## config.mk

```make
export PLATFORM = sky130hd
export DESIGN_NAME = wb_decoder_n_flat
export DESIGN_NICKNAME = d
export VERILOG_FILES = /design/src/rtl/wb_decoder_n_if.sv /design/src/rtl/wb_decoder_n.sv /design/src/flat_wrapper.sv
export SDC_FILE = /design/constraint.sdc
export NUM_CORES = 1
export LEC_CHECK = 0
export ABC_AREA = 0
export BUFFER_PORTS_ARGS = -buffer_cell sky130_fd_sc_hd__clkbuf_2
export CAP_MARGIN = 25
export CORE_ASPECT_RATIO = 0.5
export CORE_MARGIN = 5
export CORE_UTILIZATION = 35
export DETAILED_ROUTE_END_ITERATION = 12
export PLACE_DENSITY = 0.73
export SETUP_SLACK_MARGIN = 0.3
export SYNTH_ARGS = -nofsm -noshare
export SYNTH_HDL_FRONTEND = slang
export SYNTH_SLANG_ARGS = --single-unit
```

## constraint.sdc

```tcl
create_clock -name i_clk -period 5.2 [get_ports i_clk]
set_input_delay 0.26 -clock i_clk [delete_from_list [all_inputs] [get_ports i_clk]]
set_output_delay 0.26 -clock i_clk [all_outputs]
set_load 0.02 [all_outputs]
```

## src/rtl/wb_decoder_n_if.sv

```systemverilog
// Master-side Wishbone (classic) bus between the CPU master and the wb_decoder_n interconnect.
interface wb_decoder_n_if #(
  parameter int unsigned AW = 32,
  parameter int unsigned DW = 32
);
  logic [AW-1:0]   addr;
  logic [DW-1:0]   wdata;
  logic [DW/8-1:0] sel;
  logic            we;
  logic            cyc;
  logic            stb;
  logic            ack;
  logic [DW-1:0]   rdata;
  logic            stall;
  logic            err;
  logic [AW-1:0]   err_address;
  logic [1:0]      err_code;

  modport master (
    output addr, wdata, sel, we, cyc, stb,
    input  ack, rdata, stall, err, err_address, err_code
  );

  modport slave (
    input  addr, wdata, sel, we, cyc, stb,
    output ack, rdata, stall, err, err_address, err_code
  );
endinterface

```

## src/rtl/wb_decoder_n.sv

```systemverilog
// NS-slave Wishbone classic decoder: base/mask decode, one registered transaction, error capture.
// Define WB_DECODER_TIMEOUT_EN to enable the REQ/WAIT timeout counter (error code 11).
module wb_decoder_n #(
  parameter int unsigned      NS         = 4,
  parameter int unsigned      AW         = 32,
  parameter int unsigned      DW         = 32,
  parameter logic [NS*AW-1:0] SLAVE_BASE = '0,
  parameter logic [NS*AW-1:0] SLAVE_MASK = '1,
  parameter int unsigned      TIMEOUT    = 255
) (
  input  logic               i_clk,
  input  logic               i_resetn,
  wb_decoder_n_if.slave      wb,
  output logic [AW-1:0]      o_s_addr,
  output logic [DW-1:0]      o_s_data,
  output logic [DW/8-1:0]    o_s_sel,
  output logic               o_s_we,
  output logic [NS-1:0]      o_s_cyc,
  output logic [NS-1:0]      o_s_stb,
  input  logic [NS-1:0]      i_s_ack,
  input  logic [NS-1:0]      i_s_err,
  input  logic [NS-1:0]      i_s_stall,
  input  logic [NS*DW-1:0]   i_s_data
);

  localparam int unsigned IW = (NS > 1) ? $clog2(NS) : 1;

  if (NS < 1 || NS > 16) begin : g_bad_ns
    $error("wb_decoder_n: NS must be in 1..16");
  end
  if (TIMEOUT < 2) begin : g_bad_timeout
    $error("wb_decoder_n: TIMEOUT must be at least 2");
  end

  typedef enum logic [1:0] {S_IDLE, S_REQ, S_WAIT, S_RESP} state_e;

  state_e          state_q, state_d;
  logic [IW-1:0]   idx_q, idx_d;
  logic [AW-1:0]   addr_q, addr_d;
  logic [DW-1:0]   wdata_q, wdata_d;
  logic [DW/8-1:0] sel_q, sel_d;
  logic            we_q, we_d;
  logic            resp_err_q, resp_err_d;
  logic [DW-1:0]   rdata_q, rdata_d;
  logic [AW-1:0]   err_addr_q, err_addr_d;
  logic [1:0]      err_code_q, err_code_d;

  logic            hit;
  logic [IW-1:0]   hit_idx;
  logic            sel_ack, sel_err, sel_stall;
  logic [DW-1:0]   sel_data;
  logic            rsp_take;
  logic            tmo_hit;
  logic [NS-1:0]   onehot;

  // Ascending scan with first-match latch gives lowest-index priority on overlapping windows.
  always_comb begin
    hit     = 1'b0;
    hit_idx = '0;
    for (int unsigned k = 0; k < NS; k++) begin
      if (!hit && ((wb.addr & SLAVE_MASK[k*AW +: AW]) == SLAVE_BASE[k*AW +: AW])) begin
        hit     = 1'b1;
        hit_idx = IW'(k);
      end
    end
  end

  assign sel_ack   = i_s_ack[idx_q];
  assign sel_err   = i_s_err[idx_q];
  assign sel_stall = i_s_stall[idx_q];
  assign sel_data  = i_s_data[idx_q*DW +: DW];
  assign rsp_take  = (state_q == S_WAIT) || !sel_stall;

`ifdef WB_DECODER_TIMEOUT_EN
  localparam int unsigned TW = $clog2(TIMEOUT);
  logic [TW-1:0] tmo_q, tmo_d;

  // Counts REQ+WAIT cycles from zero; the TIMEOUT-th such cycle is the last chance to respond.
  always_comb begin
    tmo_d = '0;
    if (state_q == S_REQ || state_q == S_WAIT) begin
      tmo_d = tmo_q + 1'b1;
    end
  end

  assign tmo_hit = (tmo_q == TW'(TIMEOUT - 1));

  always_ff @(posedge i_clk) begin
    if (!i_resetn) begin
      tmo_q <= '0;
    end else begin
      tmo_q <= tmo_d;
    end
  end
`else
  assign tmo_hit = 1'b0;
`endif

  always_comb begin
    state_d    = state_q;
    idx_d      = idx_q;
    addr_d     = addr_q;
    wdata_d    = wdata_q;
    sel_d      = sel_q;
    we_d       = we_q;
    resp_err_d = resp_err_q;
    rdata_d    = rdata_q;
    err_addr_d = err_addr_q;
    err_code_d = err_code_q;
    unique case (state_q)
      S_IDLE: begin
        if (wb.cyc && wb.stb) begin
          if (hit) begin
            idx_d   = hit_idx;
            addr_d  = wb.addr;
            wdata_d = wb.wdata;
            sel_d   = wb.sel;
            we_d    = wb.we;
            state_d = S_REQ;
          end else begin
            err_addr_d = wb.addr;
            err_code_d = 2'b01;
            resp_err_d = 1'b1;
            state_d    = S_RESP;
          end
        end
      end
      S_REQ, S_WAIT: begin
        if (!wb.cyc) begin
          state_d = S_IDLE;
        end else if (rsp_take && (sel_ack || sel_err)) begin
          state_d = S_RESP;
          if (sel_err) begin
            err_addr_d = addr_q;
            err_code_d = 2'b10;
            resp_err_d = 1'b1;
          end else begin
            rdata_d    = sel_data;
            resp_err_d = 1'b0;
          end
        end else if (tmo_hit) begin
          err_addr_d = addr_q;
          err_code_d = 2'b11;
          resp_err_d = 1'b1;
          state_d    = S_RESP;
        end else if (state_q == S_REQ && !sel_stall) begin
          state_d = S_WAIT;
        end
      end
      S_RESP: begin
        state_d = S_IDLE;
      end
      default: begin
        state_d = S_IDLE;
      end
    endcase
  end

  always_ff @(posedge i_clk) begin
    if (!i_resetn) begin
      state_q    <= S_IDLE;
      idx_q      <= '0;
      addr_q     <= '0;
      wdata_q    <= '0;
      sel_q      <= '0;
      we_q       <= 1'b0;
      resp_err_q <= 1'b0;
      rdata_q    <= '0;
      err_addr_q <= '0;
      err_code_q <= '0;
    end else begin
      state_q    <= state_d;
      idx_q      <= idx_d;
      addr_q     <= addr_d;
      wdata_q    <= wdata_d;
      sel_q      <= sel_d;
      we_q       <= we_d;
      resp_err_q <= resp_err_d;
      rdata_q    <= rdata_d;
      err_addr_q <= err_addr_d;
      err_code_q <= err_code_d;
    end
  end

  assign onehot = NS'(1'b1) << idx_q;

  assign o_s_addr = addr_q;
  assign o_s_data = wdata_q;
  assign o_s_sel  = sel_q;
  assign o_s_we   = we_q;
  assign o_s_cyc  = (state_q == S_REQ || state_q == S_WAIT) ? onehot : '0;
  assign o_s_stb  = (state_q == S_REQ) ? onehot : '0;

  assign wb.ack         = (state_q == S_RESP) && !resp_err_q;
  assign wb.err         = (state_q == S_RESP) && resp_err_q;
  assign wb.rdata       = wb.ack ? rdata_q : '0;
  assign wb.stall       = (state_q != S_IDLE);
  assign wb.err_address = err_addr_q;
  assign wb.err_code    = err_code_q;

endmodule

```

## src/flat_wrapper.sv

```systemverilog
// flat-port wrapper written by rule: the top's interface ports become plain ports
module wb_decoder_n_flat 
#(
  parameter int unsigned      NS         = 4,
  parameter int unsigned      AW         = 32,
  parameter int unsigned      DW         = 32,
  parameter logic [NS*AW-1:0] SLAVE_BASE = '0,
  parameter logic [NS*AW-1:0] SLAVE_MASK = '1,
  parameter int unsigned      TIMEOUT    = 255
)
  (i_clk, i_resetn, o_s_addr, o_s_data, o_s_sel, o_s_we, o_s_cyc, o_s_stb, i_s_ack, i_s_err, i_s_stall, i_s_data, wb_addr, wb_wdata, wb_sel, wb_we, wb_cyc, wb_stb, wb_ack, wb_rdata, wb_stall, wb_err, wb_err_address, wb_err_code);
  wb_decoder_n_if #(.AW(AW), .DW(DW)) wb_i ();
  input  logic i_clk;
  input  logic i_resetn;
  output logic [AW-1:0] o_s_addr;
  output logic [DW-1:0] o_s_data;
  output logic [DW/8-1:0] o_s_sel;
  output logic o_s_we;
  output logic [NS-1:0] o_s_cyc;
  output logic [NS-1:0] o_s_stb;
  input  logic [NS-1:0] i_s_ack;
  input  logic [NS-1:0] i_s_err;
  input  logic [NS-1:0] i_s_stall;
  input  logic [NS*DW-1:0] i_s_data;
  input wire logic [$bits(wb_i.addr)-1:0] wb_addr;
  input wire logic [$bits(wb_i.wdata)-1:0] wb_wdata;
  input wire logic [$bits(wb_i.sel)-1:0] wb_sel;
  input wire logic [$bits(wb_i.we)-1:0] wb_we;
  input wire logic [$bits(wb_i.cyc)-1:0] wb_cyc;
  input wire logic [$bits(wb_i.stb)-1:0] wb_stb;
  output wire logic [$bits(wb_i.ack)-1:0] wb_ack;
  output wire logic [$bits(wb_i.rdata)-1:0] wb_rdata;
  output wire logic [$bits(wb_i.stall)-1:0] wb_stall;
  output wire logic [$bits(wb_i.err)-1:0] wb_err;
  output wire logic [$bits(wb_i.err_address)-1:0] wb_err_address;
  output wire logic [$bits(wb_i.err_code)-1:0] wb_err_code;
  assign wb_i.addr = wb_addr;
  assign wb_i.wdata = wb_wdata;
  assign wb_i.sel = wb_sel;
  assign wb_i.we = wb_we;
  assign wb_i.cyc = wb_cyc;
  assign wb_i.stb = wb_stb;
  assign wb_ack = wb_i.ack;
  assign wb_rdata = wb_i.rdata;
  assign wb_stall = wb_i.stall;
  assign wb_err = wb_i.err;
  assign wb_err_address = wb_i.err_address;
  assign wb_err_code = wb_i.err_code;
  wb_decoder_n #(.NS(NS), .AW(AW), .DW(DW), .SLAVE_BASE(SLAVE_BASE), .SLAVE_MASK(SLAVE_MASK), .TIMEOUT(TIMEOUT)) u_core (.i_clk(i_clk), .i_resetn(i_resetn), .wb(wb_i), .o_s_addr(o_s_addr), .o_s_data(o_s_data), .o_s_sel(o_s_sel), .o_s_we(o_s_we), .o_s_cyc(o_s_cyc), .o_s_stb(o_s_stb), .i_s_ack(i_s_ack), .i_s_err(i_s_err), .i_s_stall(i_s_stall), .i_s_data(i_s_data));
endmodule
```

; ---- Word-level counts from Yosys, hierarchy flattened
; Index checks and enable logic that the tools add are counted.
[word_totals]
ff_bits = 140
latch_bits = 0
ram_bits = 0
romBits = 0
inputBits = 213
output_inout_bits = 146
word_cells = 89
mem_count = 0
[classes]
addsub = 0
n_mul = 0
div = 0
n_lt_le_gt_ge = 1
n_eq_ne = 9
shifts = 2
muxes = 40
n_bitwise = 1
reduce_logical = 26
[op_table]
columns = operator, count
row1 = 32-bit 2-to-1 mux, 6
row2 = 128-bit by 8-bit variable part select with 32-bit output, 1
row3 = 32-bit one-hot mux with 2 select lines, 1
row4 = 32-bit zero test, 1
row5 = 2-bit 2-to-1 mux, 12
row6 = 1-bit 2-to-1 mux, 13
row7 = 1-bit logical AND, 8
row8 = 4-bit 2-to-1 mux, 2
row9 = 1-bit binary-select mux with 2-bit select, 3
row10 = 2-bit by 1-bit != test with 1-bit output (second input constant), 3
row11 = 2-bit one-hot mux with 3 select lines, 1
row12 = 6-bit AND reduction, 1
row13 = 1-bit zero test, 5
row14 = 5-bit AND reduction, 1
row15 = 2-bit == test (second input constant), 2
row16 = 2-bit != test (second input constant), 2
row17 = 4-bit by 2-bit != test with 1-bit output (second input constant), 1
row18 = 2-bit one-hot mux with 2 select lines, 1
row19 = 4-bit AND reduction, 1
row20 = 2-bit nonzero test, 2
row21 = 1-bit by 2-bit left shift with 4-bit output (first input constant), 1
row22 = 1-bit logical OR, 3
row23 = 2-bit by 3-bit < comparator with 1-bit output (second input constant), 1
row24 = 3-bit AND reduction, 1
row25 = other kinds (6), 6

; ---- Longest topological paths before layout
[depth]
ltp_word = 14
ltp_mapped = 10
depth_no_buf = 7

; ---- Worst setup path before layout
; Ideal clock, no wire load.
[synth_timing]
kind = register to register
from = register u_core.state_q[1]
to = register u_core.err_addr_q[11], in the netlist u_core.wb.err_address[11]
setup_ps = 116
arrival_time_ps = 1889
required_time_ps = 5084
path_slack_ps = 3195
stages_incl_launch_ff = 8
n_path_buf = 2
path_cell_list = dfxtp_1 inv_1 ha_1 buf_2 clkbuf_1 mux2i_1 nand3_1 o211a_1
[synth_between]
elab_chain_len = 5
elab_cells_between_ends = 14
cone_classes = 7 x eq/ne / 1 x mux / 6 x reduce/logical
[synth_rtl]
columns = item, line_no
row1 = start: declaration, wb_decoder_n.sv:37  ; state_e state_q, state_d;
row2 = start signal: assignment, wb_decoder_n.sv:172  ; state_q <= state_d;
row3 = 2-bit == test, "wb_decoder_n.sv:72, wb_decoder_n.sv:110"
row4 = 1-bit logical OR, wb_decoder_n.sv:72  ; assign rsp_take = (state_q == S_WAIT) || !sel_stall;
row5 = 1-bit logical AND, wb_decoder_n.sv:131  ; end else if (rsp_take && (sel_ack || sel_err)) begin
row6 = 2-bit by 1-bit != test with 1-bit output (no line), n/a
row7 = 6-bit AND reduction (no line), n/a
row8 = end signal: assignment, wb_decoder_n.sv:180  ; err_addr_q <= err_addr_d;
row9 = end: declaration, wb_decoder_n.sv:45  ; logic [AW-1:0] err_addr_q, err_addr_d;
; Several ways; a longest one is shown, not always the timed one.
; A chain may end at the register's enable or synchronous reset.

; ---- Worst setup path after layout
[layout_timing]
from = register u_core.state_q[1]
to = register u_core.err_addr_q[6], in the netlist u_core.wb.err_address[6]
; The elaborated chain is that of the path after synthesis.

==> results.py <==
metrics = {
    "run_status": {
        "status": "finished clean",
    },
    "pwr": {
        "switching_share_pct": 34.57,
        "cellLeakagePower_nw": 3.787,
        "pwr-share-clk_pct": 33.6,
        "switchingPower_mw": 1.360,
        "p_per_area_nw_per_um2": 512.5,
        "combPwrFrac_pct": 33.4,
        "power_frac_seq_pct": 33.0,
        "ir_drop_mv": 0.3323,
        "intPower_mw": 2.573,
    },
    "critical_path": {
        "crit_type": "flip-flop to flip-flop",
        "crit_required_ns": 5.54,
        "end_kind": "flip-flop",
        "critPathArrivalTime_ns": 3.17,
        "ff2ff_path_depth": 7,
        "startpoint_type": "flip-flop",
        "crit_fanout": 40,
    },
    "floorplanning": {
        "die_w_um": 190.2,
        "rows": 32,
        "initial_core_util_pct": 36.29,
        "die_h_um": 100.1,
        "ioPinCount": 359,
        "core_area_um2": 15660,
        "dieArea_um2": 19040,
    },
    "drt": {
        "wl_per_cell_um": 15.31,
        "ant_nets": 0,
        "wl_um": 15830,
        "drt_first_pass_iters": 5,
        "vias_per_cell": 4.779,
        "post-route-drc-count": 0,
        "drt_iter0_markers": 191,
        "vias": 4942,
    },
    "timing": {
        "fmax_mhz": 353.9,
        "rsz0062_at_grt": "no",
        "finalSetupViolations": 0,
        "tightest_slew_ns": 0.8191,
        "post-route-period-util_pct": 54.34,
        "tns_ns": 0,
        "slew_viol_final": 0,
        "maxSlewHeadroom_pct": 45.40,
        "layout_min_cycle_time_ns": 2.826,
        "skew_ns": 0.01106,
        "finalHoldViolations": 0,
    },
    "global_routing": {
        "use_met3_pct": 3.475,
        "grt_pass1_vias": 5021,
        "overflow": 0,
        "grt.busiest_layer": "met2",
        "grtUsageMet1_pct": 18.68,
        "antenna_found_initial": 0,
        "track_usage_pct": 16.09,
        "grt_max_degree": 74,
        "grt_pass1_wl_um": 25120,
        "grtUsageMet2_pct": 29.25,
    },
    "clock_network": {
        "htree_levels": 4,
        "cts_max_path_buffers": 2,
        "cts_buffers": 17,
        "tritoncts": "yes",
        "cts_sinks": 138,
        "clkTransAtPathRegs_ns": 0.06,
        "clock_latency_ns": 0.40,
        "cts_resized": 0,
        "hold_buffers": 0,
        "cts_setup_buffers": 0,
        "cts_root_buf": "clkbuf_16",
    },
    "place": {
        "place_area_um2": 7030,
        "place.gp.congestion": 0.8274,
        "portBuffers": 247,
        "hpwl_um": 11490,
    },
    "worst_hold_path": {
        "hp-class": "input pin to flip-flop",
        "hold_depth": 3,
    },
    "synth": {
        "synth_top_area_share_pct": 48.62,
        "ys_top_cells_by_area": "dfxtp_1 (49%), mux2i_1 (12%), o211a_1 (6.0%)",
        "avgSynthCellArea_um2": 9.830,
        "synth_area_um2": 5682,
        "netlist_instances": 578,
        "yosys_warnings": 0,
        "ys_ff_latch": 138,
        "synth_most_common_cell": "dfxtp_1",
        "synth_top_cell_by_area": "dfxtp_1",
        "async_reset_ff_share_pct": 0,
        "ys.flop_type": "dfxtp_1",
        "ys_top_cells_by_count": "dfxtp_1 (138), nand2_1 (73), mux2i_1 (69)",
        "synth_edf_count": 0,
        "ys_types": 31,
        "ys_seq_area_share_pct": 48.62,
    },
    "job": {
        "drv_cap": 0,
    },
    "cells_and_area": {
        "drive_above_1_share_pct": 35.67,
        "n_antenna_cell": 0,
        "design_area_um2": 7674,
        "final_nets": 1020,
        "area_delta_synth_final_pct": 35.06,
    },
}
## final cells by class
class	instances	area (um^2)
clock buffer	17	425.4
clock inverter	13	217.7
multi-input combinational	387	2654
fill	1496	7981
sequential	138	2763
tap	221	276.5
inverter	3	11.26
timing repair buffer	255	1326
## through the flow
step	worst slack (ns)	util, %	hold WS (ns)	total power [mW]	cells
2_1_floorplan	3.195	-	0.4049	2.322	583
3_3_place_gp	2.353	44.64	0.4373	2.620	1002
3_5_place_dp	2.329	44.91	0.4428	2.647	1004
4_1_cts	2.317	49.02	0.07711	3.984	1034
5_1_grt	2.113	49.02	0.08692	4.157	1034
6_report	2.374	49.02	0.09558	3.933	1034
## worst max-delay path, stage by stage (launching register included)
cell       delay, ns
dfxtp_1         0.38
inv_1           0.10
ha_2            0.27
buf_4           0.32
o2bb2ai_1       0.22
o311a_1         0.72
and2_4          0.55
o211a_1         0.19
## layout by cell type (no fill, tap or decap), types with 4 or more instances in the layout
| cell type | instances |
|---|---|
| and3_1 | 32 |
| conb_1 | 6 |
| ha_1 | 4 |
| nor2b_1 | 38 |
| nand2_1 | 73 |
| and2_1 | 33 |
| buf_4 | 7 |
| a21boi_0 | 33 |
| o211a_1 | 34 |
| nand4_1 | 4 |
| dfxtp_1 | 138 |
| inv_6 | 4 |
| nor4_1 | 8 |
| nand3_1 | 32 |
| mux2i_1 | 69 |
| clkbuf_16 | 17 |
| clkbuf_2 | 246 |
| bufinv_16 | 5 |
## power by group through the flow
stage / sequential, mW / combinational (mW) / clock [mW]
6_report: 1.30 / 1.31 / 1.32
5_1_grt: 1.32 / 1.44 / 1.40
4_1_cts: 1.30 / 1.33 / 1.35
3_5_place_dp: 1.32 / 1.33 / 0
3_3_place_gp: 1.32 / 1.30 / 0
2_1_floorplan: 1.47 / 0.851 / 0
## worst paths after layout
path / to / slack (ns) / startpoint
worst max-delay path: u_core.wb.err_address[6]$_SDFFE_PN0P_ / 2.37 / u_core.state_q[1]$_SDFFE_PN0P_
worst min-delay path: u_core.rdata_q[12]$_SDFFE_PN0P_ / 0.1 / i_s_data[12]
worst max register to register: u_core.wb.err_address[6]$_SDFFE_PN0P_ / 2.37 / u_core.state_q[1]$_SDFFE_PN0P_
worst min register to register: u_core.wb.err_code[1]$_SDFFE_PN0P_ / 0.45 / u_core.wb.err_code[1]$_SDFFE_PN0P_
## per-layer routing
layer	up-vias	routed length, um
li1	2433	-
met1	2341	6520
met2	140	8191
met3	28	708
met4	0	413
met5	-	0
## state kept, by name, summed over array words and instances (netlist names)
signal	count
u_core.wb.err_code	2
u_core.wb.err_address	32
u_core.rdata_q	32
u_core.o_s_data	32
u_core.o_s_we	1
u_core.state_q	2
u_core.resp_err_q	1
u_core.o_s_sel	4
u_core.o_s_addr	32
## kinds of logic after synthesis
group	after synthesis	share of synthesized area, %
other	1	0.06600
adders and majority gates	5	1.101
muxes	69	12.16
buffers and inverters	58	5.197
AOI/OAI and AO/OA	78	11.61
DFF	138	48.62
and+or+nand+nor	229	21.25
Power figures use the tool's default switching activity.
